## src/rtl/seg_scan_ctrl.sv

```systemverilog
// rtl/seg_scan_ctrl.sv - time-multiplexed seven-segment scanner with frame-aligned double buffering
//
// Purpose: scans NUM_DIGITS digits, one per SCAN_DIV clocks. Each slot opens
// with BLANK_CYCLES clocks of all selects inactive. New digit data is staged in
// a pending buffer and moved to the shadow (displayed) buffer only on the frame
// wrap, so a frame never mixes old and new values.
//
// Ports:
//   clk, rst_n          clock, asynchronous active-low reset
//   load                one-cycle strobe capturing data_in/en_in/dp_in
//   data_in[4N-1:0]     digit i hex value at [4i+3:4i]
//   en_in[N-1:0]        per-digit enable
//   dp_in[N-1:0]        per-digit decimal point
//   busy                pending buffer holds uncommitted data
//   seg[6:0]            segments a..g (polarity per SEG_ACTIVE_LOW)
//   dp                  decimal point (polarity per SEG_ACTIVE_LOW)
//   sel[N-1:0]          digit selects (polarity per SEL_ACTIVE_LOW)
//   frame_done          one-cycle pulse in the first cycle of each new frame
module seg_scan_ctrl #(
  parameter int NUM_DIGITS     = 8,
  parameter int SCAN_DIV       = 1024,
  parameter int BLANK_CYCLES   = 4,
  parameter bit SEL_ACTIVE_LOW = 1'b1,
  parameter bit SEG_ACTIVE_LOW = 1'b0
) (
  input  logic                    clk,
  input  logic                    rst_n,
  input  logic                    load,
  input  logic [4*NUM_DIGITS-1:0] data_in,
  input  logic [NUM_DIGITS-1:0]   en_in,
  input  logic [NUM_DIGITS-1:0]   dp_in,
  output logic                    busy,
  output logic [6:0]              seg,
  output logic                    dp,
  output logic [NUM_DIGITS-1:0]   sel,
  output logic                    frame_done
);

  localparam int PCW  = $clog2(SCAN_DIV);
  localparam int IDXW = $clog2(NUM_DIGITS);

  localparam logic [PCW-1:0]  PC_LAST   = PCW'(SCAN_DIV - 1);
  localparam logic [PCW-1:0]  BLANK_END = PCW'(BLANK_CYCLES);
  localparam logic [IDXW-1:0] IDX_LAST  = IDXW'(NUM_DIGITS - 1);

  // Inactive levels; XOR-ing an active-high value with these applies polarity.
  localparam logic [NUM_DIGITS-1:0] SEL_OFF = {NUM_DIGITS{SEL_ACTIVE_LOW}};
  localparam logic [6:0]            SEG_OFF = {7{SEG_ACTIVE_LOW}};
  localparam logic                  DP_OFF  = SEG_ACTIVE_LOW;

  logic [PCW-1:0]                  pc;
  logic [IDXW-1:0]                 idx;
  logic [NUM_DIGITS-1:0][3:0]      pend_data;
  logic [NUM_DIGITS-1:0]           pend_en;
  logic [NUM_DIGITS-1:0]           pend_dp;
  logic [NUM_DIGITS-1:0][3:0]      shad_data;
  logic [NUM_DIGITS-1:0]           shad_en;
  logic [NUM_DIGITS-1:0]           shad_dp;

  logic                  tick;
  logic                  wrap;
  logic                  cur_en;
  logic [NUM_DIGITS-1:0] sel_nxt;
  logic [6:0]            seg_nxt;
  logic                  dp_nxt;

  function automatic logic [6:0] hex7(input logic [3:0] v);
    case (v)
      4'h0: hex7 = 7'h3F;
      4'h1: hex7 = 7'h06;
      4'h2: hex7 = 7'h5B;
      4'h3: hex7 = 7'h4F;
      4'h4: hex7 = 7'h66;
      4'h5: hex7 = 7'h6D;
      4'h6: hex7 = 7'h7D;
      4'h7: hex7 = 7'h07;
      4'h8: hex7 = 7'h7F;
      4'h9: hex7 = 7'h6F;
      4'hA: hex7 = 7'h77;
      4'hB: hex7 = 7'h7C;
      4'hC: hex7 = 7'h39;
      4'hD: hex7 = 7'h5E;
      4'hE: hex7 = 7'h79;
      default: hex7 = 7'h71;
    endcase
  endfunction

  assign tick   = (pc == PC_LAST);
  assign wrap   = tick && (idx == IDX_LAST);
  assign cur_en = shad_en[idx];

  // Active-high next values for the current slot position; registered below.
  always_comb begin
    sel_nxt = '0;
    if (cur_en && (pc >= BLANK_END)) begin
      sel_nxt[idx] = 1'b1;
    end
    seg_nxt = cur_en ? hex7(shad_data[idx]) : 7'h00;
    dp_nxt  = shad_dp[idx] & cur_en;
  end

  always_ff @(posedge clk or negedge rst_n) begin
    if (!rst_n) begin
      pc         <= '0;
      idx        <= '0;
      pend_data  <= '0;
      pend_en    <= '0;
      pend_dp    <= '0;
      shad_data  <= '0;
      shad_en    <= '0;
      shad_dp    <= '0;
      busy       <= 1'b0;
      frame_done <= 1'b0;
      sel        <= SEL_OFF;
      seg        <= SEG_OFF;
      dp         <= DP_OFF;
    end else begin
      pc <= tick ? '0 : pc + 1'b1;
      if (tick) begin
        idx <= (idx == IDX_LAST) ? '0 : idx + 1'b1;
      end

      if (load) begin
        pend_data <= data_in;
        pend_en   <= en_in;
        pend_dp   <= dp_in;
      end

      // The commit reads pending before a same-cycle load overwrites it, so a
      // load landing on the wrap stays pending for the following frame.
      if (wrap && busy) begin
        shad_data <= pend_data;
        shad_en   <= pend_en;
        shad_dp   <= pend_dp;
      end
      busy <= load | (busy & ~wrap);

      frame_done <= wrap;
      sel        <= sel_nxt ^ SEL_OFF;
      seg        <= seg_nxt ^ SEG_OFF;
      dp         <= dp_nxt ^ DP_OFF;
    end
  end

endmodule

```

## config.mk

```make
export PLATFORM = sky130hd
export DESIGN_NAME = seg_scan_ctrl
export DESIGN_NICKNAME = d
export VERILOG_FILES = /design/src/rtl/seg_scan_ctrl.sv
export SDC_FILE = /design/constraint.sdc
export NUM_CORES = 1
export LEC_CHECK = 0
export CORE_MARGIN = 8
export CORE_UTILIZATION = 35
export CTS_CLUSTER_DIAMETER = 120
export DETAILED_ROUTE_END_ITERATION = 6
export SYNTH_ARGS = -nofsm -noshare
export SYNTH_HDL_FRONTEND = slang
export SYNTH_SLANG_ARGS = --single-unit
```

## constraint.sdc

```tcl
create_clock -name clk -period 3.2 [get_ports clk]
set_input_delay 0.32 -clock clk [delete_from_list [all_inputs] [get_ports clk]]
set_output_delay 0.32 -clock clk [all_outputs]
set_load 0.02 [all_outputs]
```

==> metrics.md, run 1 <==
| Metric | Value |
|---|---|
| Gr usage total | 12.2% |
| LEAKAGE | 3.17 nW |
| Syn nets | 448 |
| Antenna violations before repair | 0 |
| Worst Path Buf+Inv | 1 |
| H-Tree Depth | 4 |
| NumNets Final | 523 |
| Most frequent cells after synthesis | dfrtp_1, mux2_2, mux2_4 |
| VDD IR max | 0.326 mV |
| Busiest grt layer | met2 |
| Setup violations, final | 0 |
| Grt ovf | 0 |
| Status | completed |
| Synth Cell Area | 0.00553 mm² |
| I/O pin count | 69 |
| Max Cap Viol | 0 |
| Fmax | 362 MHz |
| Hold Path Class | input pin to async pin |
| CP Max Fanout | 10 |
| Number of setup buffers added after CTS | 0 |
| Seq/Total Area, Yosys | 57.7% |
| Final ANT Viol Nets | 0 |
| Number of CTS-inserted buffers | 17 |
| Yosys cell types | 55 |
| Primary FF master, synth | dfrtp_1 |
| Slowest-stage cell, CP | dfrtp_1 |
| Fin crit period | 2760 ps |
| Initial DRC Count | 230 |
| IO buf count | 68 |
| GRT met2 Usage | 17.5% |
| Gp weighted congestion | 0.864 |
| Clock buffer depth | 2 |
| P per Cell Area | 552 mW/mm² |
| Layout Skew | 9.29 ps |
| Post-Syn Instances | 387 |
| Via Count | 3278 |
| Placed inst area | 0.00641 mm² |
| Drt pass-1 iters | 4 |
| Synth area leaders | dfrtp_1, mux2_2, mux2_4, dfstp_2, ha_1 |
| # resized after CTS | 0 |
| Clock-pin slew on the worst setup and hold paths | 60 ps |
| Avg Inst Size Synth | 14.3 µm² |
| Hpwl dp | 7.84 mm |
| Cell family with most CP delay | compound AO/OA/AOI/OAI gates |
| Die Ht | 142 µm |
| CTS sink count | 127 |
| Final Cell Area | 0.00703 mm² |
| #FFs+latches synth | 127 |
| Final WL | 11.2 mm |
| Die Area | 0.0201 mm² |
| Fillers | 1464 |
| Initial core utilization | 35.3% |
| Inserted Diodes | 0 |
| Nature of the critical path endpoint | register |
| Slowest cell delay on critical path | 490 ps |
| Largest net degree at the start of global routing | 85 |
| CORE AREA | 0.0157 mm² |
| Critical Path Source Type | register |
| Met3 Use GR | 4.47% |
| Setup_tns | 0 ps |
| Tightest Pin Transition | 1190 ps |
| Largest area contributor in the netlist | dfrtp_1 |
| Worst skew pair latency | 420 ps |
| First-pass GRT wire length | 18.8 mm |
| TritonCTS clock tree | done |
| Final slew viol count | 0 |
| Final Cycle Share | 86.4% |
| Synth top area share | 53.9% |
| Count leader, synth | dfrtp_1 |
| Critical Path Most Common Cell | a221oi_1 |
| Post-DR wirelength/cell | 16.2 µm |
| Vias per std cell | 4.74 |
| CP cell instances | and2_0 > a221oi_1 > a2bb2oi_1 > inv_1 > ha_1 > and3_1 > o21bai_1 > a221oi_1 |
| Worst path arrival time | 3070 ps |
| Area Growth Syn to Fin | 27.2% |
| Met1 usage in global routing | 15.9% |
| Slew HR | 20.9% |
| Ratio of cells with drive above 1 in the final layout | 32.4% |
| Fin. Hold Viols | 0 |
| Unrepaired setup endpoints after global routing | no |
| Die X-Extent | 142 µm |
| Async SR Flop Fraction | 100% |
| Rows | 46 |
| Synth warn | 0 |
| Hold Buf Count CTS | 0 |
| Kind of critical path | register to register |
| Vias in the first global route | 3526 |
| DRC Markers | 0 |
| WP data required | 3510 ps |
| Root Driver | clkbuf_16 |
| Post-synth EDFFs | 0 |
per-layer routing:
metal  share of wire (%)  up-vias
li1                    -     1542
met1                  48     1641
met2                  45       81
met3                 5.7       14
met4                 1.7        0
met5                   0        -
worst paths after layout:
| path | to | from | slack [ps] | depth (start not counted) |
|---|---|---|---|---|
| max in group asynchronous | shad_data[22] | rst_n | 2190 | 2 |
| hold / removal | seg[1] | rst_n | 90 | 1 |
| hold reg to reg | pc[0] | pc[0] | 480 | 1 |
| min in group clk | pc[0] | pc[0] | 480 | 1 |
| setup / recovery | seg[5] | idx[1] | 440 | 8 |
| setup reg to reg | seg[5] | idx[1] | 440 | 8 |
flip-flops by register name, summed over array words and instances, names as in the netlist:
name and count:
shad_dp 8, busy 1, dp 1, pend_data 32, pend_dp 8, pc 10
pend_en 8, sel 8, seg 7, frame_done 1, shad_en 8, idx 3
shad_data 32
metrics by stage:
stage                     setup slack (ps)  instances  utilization, %  total power [W]  hold WS [ps]
after floorplan                        774        387               -          0.00179          24.4
after global placement                 592        659            41.0          0.00191           471
after detailed placement               444        659            41.0          0.00191           476
after CTS                              437        691            44.9          0.00394           122
after global routing                  95.9        691            44.9          0.00403           178
final                                  436        691            44.9          0.00388          93.6
area by class of cell:
class	count	area (µm²)	area share (%)
inverters	11	41.3	0.588
well taps	216	270	3.85
clock buffers	21	450	6.41
multi-input cells	229	2170	30.8
repair buffers	76	746	10.6
flip-flops and latches	127	3190	45.4
clock inverters	11	164	2.33
report_power, final:
part,internal [W],switching (W)
logic,0.000109,0.0000639
registers,0.00167,0.0000349
clock network,0.00132,0.000686
cell usage in the layout (no fill, tap or decap), types with 3 or more instances in the layout:
| cell type | count |
|---|---|
| and2_1 | 3 |
| clkbuf_1 | 3 |
| clkdlybuf4s50_1 | 66 |
| ha_1 | 10 |
| o21ai_0 | 7 |
| mux2_4 | 21 |
| inv_1 | 11 |
| mux2i_1 | 10 |
| a21oi_1 | 5 |
| xor2_1 | 3 |
| clkinv_2 | 4 |
| dfstp_2 | 8 |
| a211oi_1 | 3 |
| nor3_1 | 4 |
| buf_4 | 8 |
| nand3_1 | 8 |
| a22o_1 | 3 |
| a221oi_1 | 5 |
| dfrtp_1 | 119 |
| mux2_2 | 76 |
| nor2_1 | 8 |
| and3_1 | 5 |
| clkbuf_16 | 17 |
| xnor2_1 | 4 |
| bufinv_16 | 4 |
| nand2_1 | 16 |
logic make-up after synthesis:
family	synth area share, %
multiplexers	24.3
AO/OA/AOI/OAI	6.00
XOR/XNOR	1.11
flip-flops	57.7
AND/OR/NAND/NOR	5.57
adder cells (fa/ha/maj)	2.26
buffers and inverters	3.08
Note: power is estimated with default switching activity, not from simulation.
==> run 2, diff against run 1 <==
--- a/config.mk
+++ b/config.mk
@@ -5,7 +5,7 @@
 export SDC_FILE = /design/constraint.sdc
 export NUM_CORES = 1
 export LEC_CHECK = 0
-export CORE_MARGIN = 8
+export CORE_MARGIN = 2
 export CORE_UTILIZATION = 35
 export CTS_CLUSTER_DIAMETER = 120
 export DETAILED_ROUTE_END_ITERATION = 6
==> run 2 against run 1 <==
  * Sequential cell count unchanged
  * Clock power is 9% lower
  * Utilization rose by 0.81 points
  * Die area is 16% lower
  * Wire length down 3.7%
  * Sequential power barely moved
  * Clock skew about the same
  * Non-clock buffer count increased by 5
  * Maximum frequency grew 4.7%
  * Global-route usage up 2.1 points
  * Final area shrank 0.41%
==> metrics.md, run 2 (same netlist as run 1, synthesis figures left out) <==
| Metric | Value |
|---|---|
| Status | completed |
| Final ANT Viol Nets | 0 |
| Slew HR | 22.8% |
| CP Max Fanout | 10 |
| H-Tree Depth | 4 |
| I/O pin count | 69 |
| Number of setup buffers added after CTS | 0 |
| Area Growth Syn to Fin | 26.7% |
| Worst skew pair latency | 420 ps |
| Unrepaired setup endpoints after global routing | no |
| Via Count | 3326 |
| Post-DR wirelength/cell | 15.6 µm |
| WP data required | 3510 ps |
| Initial DRC Count | 202 |
| Initial core utilization | 36.1% |
| Inserted Diodes | 0 |
| Fin. Hold Viols | 0 |
| Nature of the critical path endpoint | register |
| Critical Path Source Type | register |
| Grt ovf | 0 |
| TritonCTS clock tree | done |
| First-pass GRT wire length | 17.9 mm |
| Kind of critical path | register to register |
| Die X-Extent | 130 µm |
| IO buf count | 68 |
| Worst path arrival time | 2950 ps |
| Fmax | 379 MHz |
| Setup_tns | 0 ps |
| Sequential Area | 0.00319 mm² |
| Fin crit period | 2640 ps |
| Vias in the first global route | 3410 |
| Hold Slack | 477 ps |
| Final slew viol count | 0 |
| Biggest regs | pend_data x32, shad_data x32, pc x10 |
| Max Cap Viol | 0 |
| Root Driver | clkbuf_16 |
| Vias per std cell | 4.81 |
| Number of CTS-inserted buffers | 17 |
| CORE AREA | 0.0153 mm² |
| Rows | 45 |
| CTS sink count | 127 |
| Drt pass-1 iters | 4 |
| Die Area | 0.0168 mm² |
| Layout Skew | 9.05 ps |
| Ratio of cells with drive above 1 in the final layout | 32.3% |
| VDD IR max | 0.369 mV |
| # resized after CTS | 0 |
| Commonest non-fill, non-tap cell in the layout | dfrtp_1 |
| Clock buffer depth | 2 |
| NumNets Final | 528 |
| Hpwl dp | 7.53 mm |
| Gr usage total | 14.2% |
| P per Cell Area | 528 mW/mm² |
| Clock-pin slew on the worst setup and hold paths | 60 ps |
| Hold Path Class | input pin to async pin |
| Die Ht | 130 µm |
| Antenna violations before repair | 0 |
| Multi-input logic area | 0.00217 mm² |
| Fillers | 1375 |
| Final WL | 10.8 mm |
| Commonest cells after routing, fill and taps aside | dfrtp_1, mux2_2, clkdlybuf4s50_1, mux2_4, clkbuf_16 |
| Gp weighted congestion | 0.824 |
| Hold Buf Count CTS | 1 |
| Final Cycle Share | 82.5% |
| Largest net degree at the start of global routing | 53 |
| LEAKAGE | 3.17 nW |
| DRC Markers | 0 |
| Tightest Pin Transition | 1160 ps |
| Setup violations, final | 0 |
## run 2: area by class of cell
type / count / area share, %
flip-flops and latches: 127 / 45.6
multi-input cells: 229 / 31.0
repair buffers: 81 / 11.2
clock buffers: 24 / 6.60
well taps: 211 / 3.77
clock inverters: 8 / 1.29
inverters: 11 / 0.590
## run 2: power by group
group / total [W] / switching, W / leakage, nW / internal, W
Sequential: 0.00171 / 0.0000362 / 1.62 / 0.00167
Clock: 0.00182 / 0.000659 / 0.275 / 0.00116
Combinational: 0.000176 / 0.0000650 / 1.28 / 0.000111
## run 2: layer usage
layer | track usage, % | part of all wire [%] | up-vias
met5 | 0 | 0 | -
met4 | 7.53 | 2.0 | 0
met3 | 4.05 | 4.2 | 16
met2 | 20.8 | 46 | 70
met1 | 19.2 | 47 | 1686
li1 | - | - | 1554
## run 2: path summary, 6_finish.rpt
check	start	to	depth (start not counted)	slack [ps]
min in group clk	pc[0]	pc[0]	1	490
max reg2reg	idx[1]	seg[5]	8	560
max in group asynchronous	rst_n	sel[1]	3	1940
min reg2reg	pc[0]	pc[0]	1	490
max	idx[1]	seg[5]	8	560
min	rst_n	seg[4]	2	480
## run 2: worst max-delay path, stage by stage, from the launching register on
cell	delay [ps]
dfrtp_1	540
mux2_4	340
a221o_1	330
a211oi_4	360
inv_1	110
ha_1	220
and3_1	170
o21bai_1	160
a221oi_1	290
## run 2: per-stage QoR
step / total power [W] / setup WS, ps / util [%] / cell area [µm²] / instances
3_5_place_dp: 0.00192 / 600 / 42.0 / 6440 / 658
3_3_place_gp: 0.00191 / 676 / 42.0 / 6440 / 658
2_1_floorplan: 0.00179 / 774 / - / 5530 / 387
6_report: 0.00370 / 561 / 45.7 / 7000 / 691
5_1_grt: 0.00385 / 317 / 45.7 / 7000 / 691
4_1_cts: 0.00375 / 564 / 45.7 / 7000 / 691
==> run 3, diff against run 2 <==
==> constraint.sdc (replaced) <==
create_clock -name clk -period 2.65 [get_ports clk]
set_input_delay 0.265 -clock clk [delete_from_list [all_inputs] [get_ports clk]]
set_output_delay 0.265 -clock clk [all_outputs]
set_load 0.02 [all_outputs]
==> run 3 against run 2 <==
  * First-iteration DRC count shrank 1.5%
  * Clock power grew 25%
  * Total power grew 23%
  * Critical path depth is the same
  * Count of clock-buffer cells in the layout grew 2
  * Cell count grew 0.72%
  * Via count shrank 0.21%
  * Critical endpoint unchanged
  * Register-to-register slack lost 360 ps
  * Wire length grew 0.88%
  * Largest cell class unchanged
==> metrics.md, run 3 (same netlist as run 1, synthesis figures left out) <==
| Metric | Value |
|---|---|
| Fillers | 1403 |
| Area Growth Syn to Fin | 28.3% |
| Clock-pin slew on the worst setup and hold paths | 50 ps |
| Nature of the critical path endpoint | register |
| Hold Slack | 212 ps |
| Biggest regs | pend_data x32, shad_data x32, pc x10 |
| Critical Path Source Type | register |
| Multi-input logic area | 0.00217 mm² |
| Largest net degree at the start of global routing | 84 |
| Fin. Hold Viols | 0 |
| Number of CTS-inserted buffers | 17 |
| Clock buffer depth | 2 |
| Die X-Extent | 130 µm |
| Fmax | 408 MHz |
| LEAKAGE | 3.21 nW |
| Slew HR | 65.9% |
| Status | completed |
| CORE AREA | 0.0153 mm² |
| Gp weighted congestion | 0.910 |
| Hold Path Class | input pin to async pin |
| Layout Skew | 8.00 ps |
| Die Area | 0.0168 mm² |
| IO buf count | 68 |
| Initial core utilization | 36.1% |
| TritonCTS clock tree | done |
| Drt pass-1 iters | 4 |
| Ratio of cells with drive above 1 in the final layout | 33.4% |
| Worst skew pair latency | 420 ps |
| Commonest cells after routing, fill and taps aside | dfrtp_1, mux2_2, clkdlybuf4s50_1, mux2_4, clkbuf_16 |
| Post-DR wirelength/cell | 15.6 µm |
| Number of setup buffers added after CTS | 0 |
| DRC Markers | 0 |
| Root Driver | clkbuf_16 |
| Worst path arrival time | 2760 ps |
| P per Cell Area | 640 mW/mm² |
| Unrepaired setup endpoints after global routing | no |
| VDD IR max | 0.443 mV |
| Fin crit period | 2450 ps |
| First-pass GRT wire length | 18.2 mm |
| Via Count | 3319 |
| Slowest-stage cell, CP | dfrtp_2 |
| Inserted Diodes | 0 |
| Gr usage total | 14.3% |
| NumNets Final | 533 |
| Antenna violations before repair | 0 |
| Tightest Pin Transition | 508 ps |
| Sequential Area | 0.00319 mm² |
| Final slew viol count | 0 |
| Final WL | 10.9 mm |
| CP Max Fanout | 10 |
| Grt ovf | 0 |
| Setup_tns | 0 ps |
| Vias per std cell | 4.77 |
| Initial DRC Count | 199 |
| Rows | 45 |
| Die Ht | 130 µm |
| WP data required | 2960 ps |
| Max Cap Viol | 0 |
| I/O pin count | 69 |
| Hpwl dp | 7.52 mm |
| Kind of critical path | register to register |
| Final Cycle Share | 92.6% |
| Slowest cell delay on critical path | 480 ps |
| H-Tree Depth | 4 |
| Vias in the first global route | 3515 |
| Commonest non-fill, non-tap cell in the layout | dfrtp_1 |
| CP cell instances | mux2_4 > a221o_1 > a211oi_4 > inv_1 > ha_1 > and3_1 > o21bai_1 > a221oi_1 |
| CTS sink count | 127 |
| Setup violations, final | 0 |
| Final ANT Viol Nets | 0 |
==> run 3: changes by cell type in the layout (fill, tap and decap cells not counted), sizes merged <==
cell | before | now
clkbuf | 24 | 26
buf | 14 | 19
clkinv | 6 | 4
==> run 3: final timing paths <==
kind	startpoint	slack [ps]	to	cells after the start
worst max-delay path	idx[1]	200	seg[5]	8
worst min-delay path	rst_n	210	seg[5]	2
worst max register to register	idx[1]	200	seg[5]	8
worst min register to register	pc[0]	490	pc[0]	1
max in group asynchronous	rst_n	1750	shad_data[4]	3
min in group clk	load	400	busy	3
==> run 3: through the flow <==
stage / cells / setup WS, ps / instance area, µm² / total power (W) / utilization [%]
after detailed placement: 663 / 121 / 6500 / 0.00231 / 42.4
after floorplan: 387 / 224 / 5530 / 0.00216 / -
after global routing: 696 / 21.9 / 7090 / 0.00472 / 46.3
after CTS: 696 / 100 / 7090 / 0.00460 / 46.3
after global placement: 663 / 244 / 6500 / 0.00230 / 42.4
final: 696 / 197 / 7090 / 0.00454 / 46.3
==> run 3: critical path: cells and delay by family (launching register included) <==
| family | cells | cell delay (ps) |
|---|---|---|
| AOI/OAI and AO/OA | 4 | 1060 |
| DFF | 1 | 480 |
| and+or+nand+nor | 1 | 170 |
| muxes | 1 | 320 |
| adders and majority gates | 1 | 220 |
| buffers and inverters | 1 | 100 |
==> run 3: what timing repair did <==
action,in CTS,in global routing
gates resized for setup,0,1
hold endpoints to repair,80,0
endpoints found under the setup margin,0,1
hold buffers,1,0
==> run 3: area by class of cell <==
class | count | area share [%]
Clock buffer | 26 | 7.04
Tap cell | 211 | 3.72
Timing Repair Buffer | 86 | 12.0
Multi-Input combinational cell | 229 | 30.6
Clock inverter | 6 | 1.13
Inverter | 11 | 0.582
Sequential cell | 127 | 45.0
==> run 3: per-layer routing <==
layer / share of wire [%] / GRT usage, % / up-vias
li1: - / - / 1561
met1: 49 / 19.8 / 1677
met2: 46 / 21.3 / 67
met3: 3.8 / 3.96 / 14
met4: 1.7 / 6.01 / 0
met5: 0 / 0 / -
==> run 3: power by group <==
group / leakage [nW] / internal, W / switching, W / total, W
logic: 1.31 / 0.000137 / 0.0000796 / 0.000217
clock network: 0.288 / 0.00148 / 0.000788 / 0.00227
registers: 1.62 / 0.00202 / 0.0000417 / 0.00206
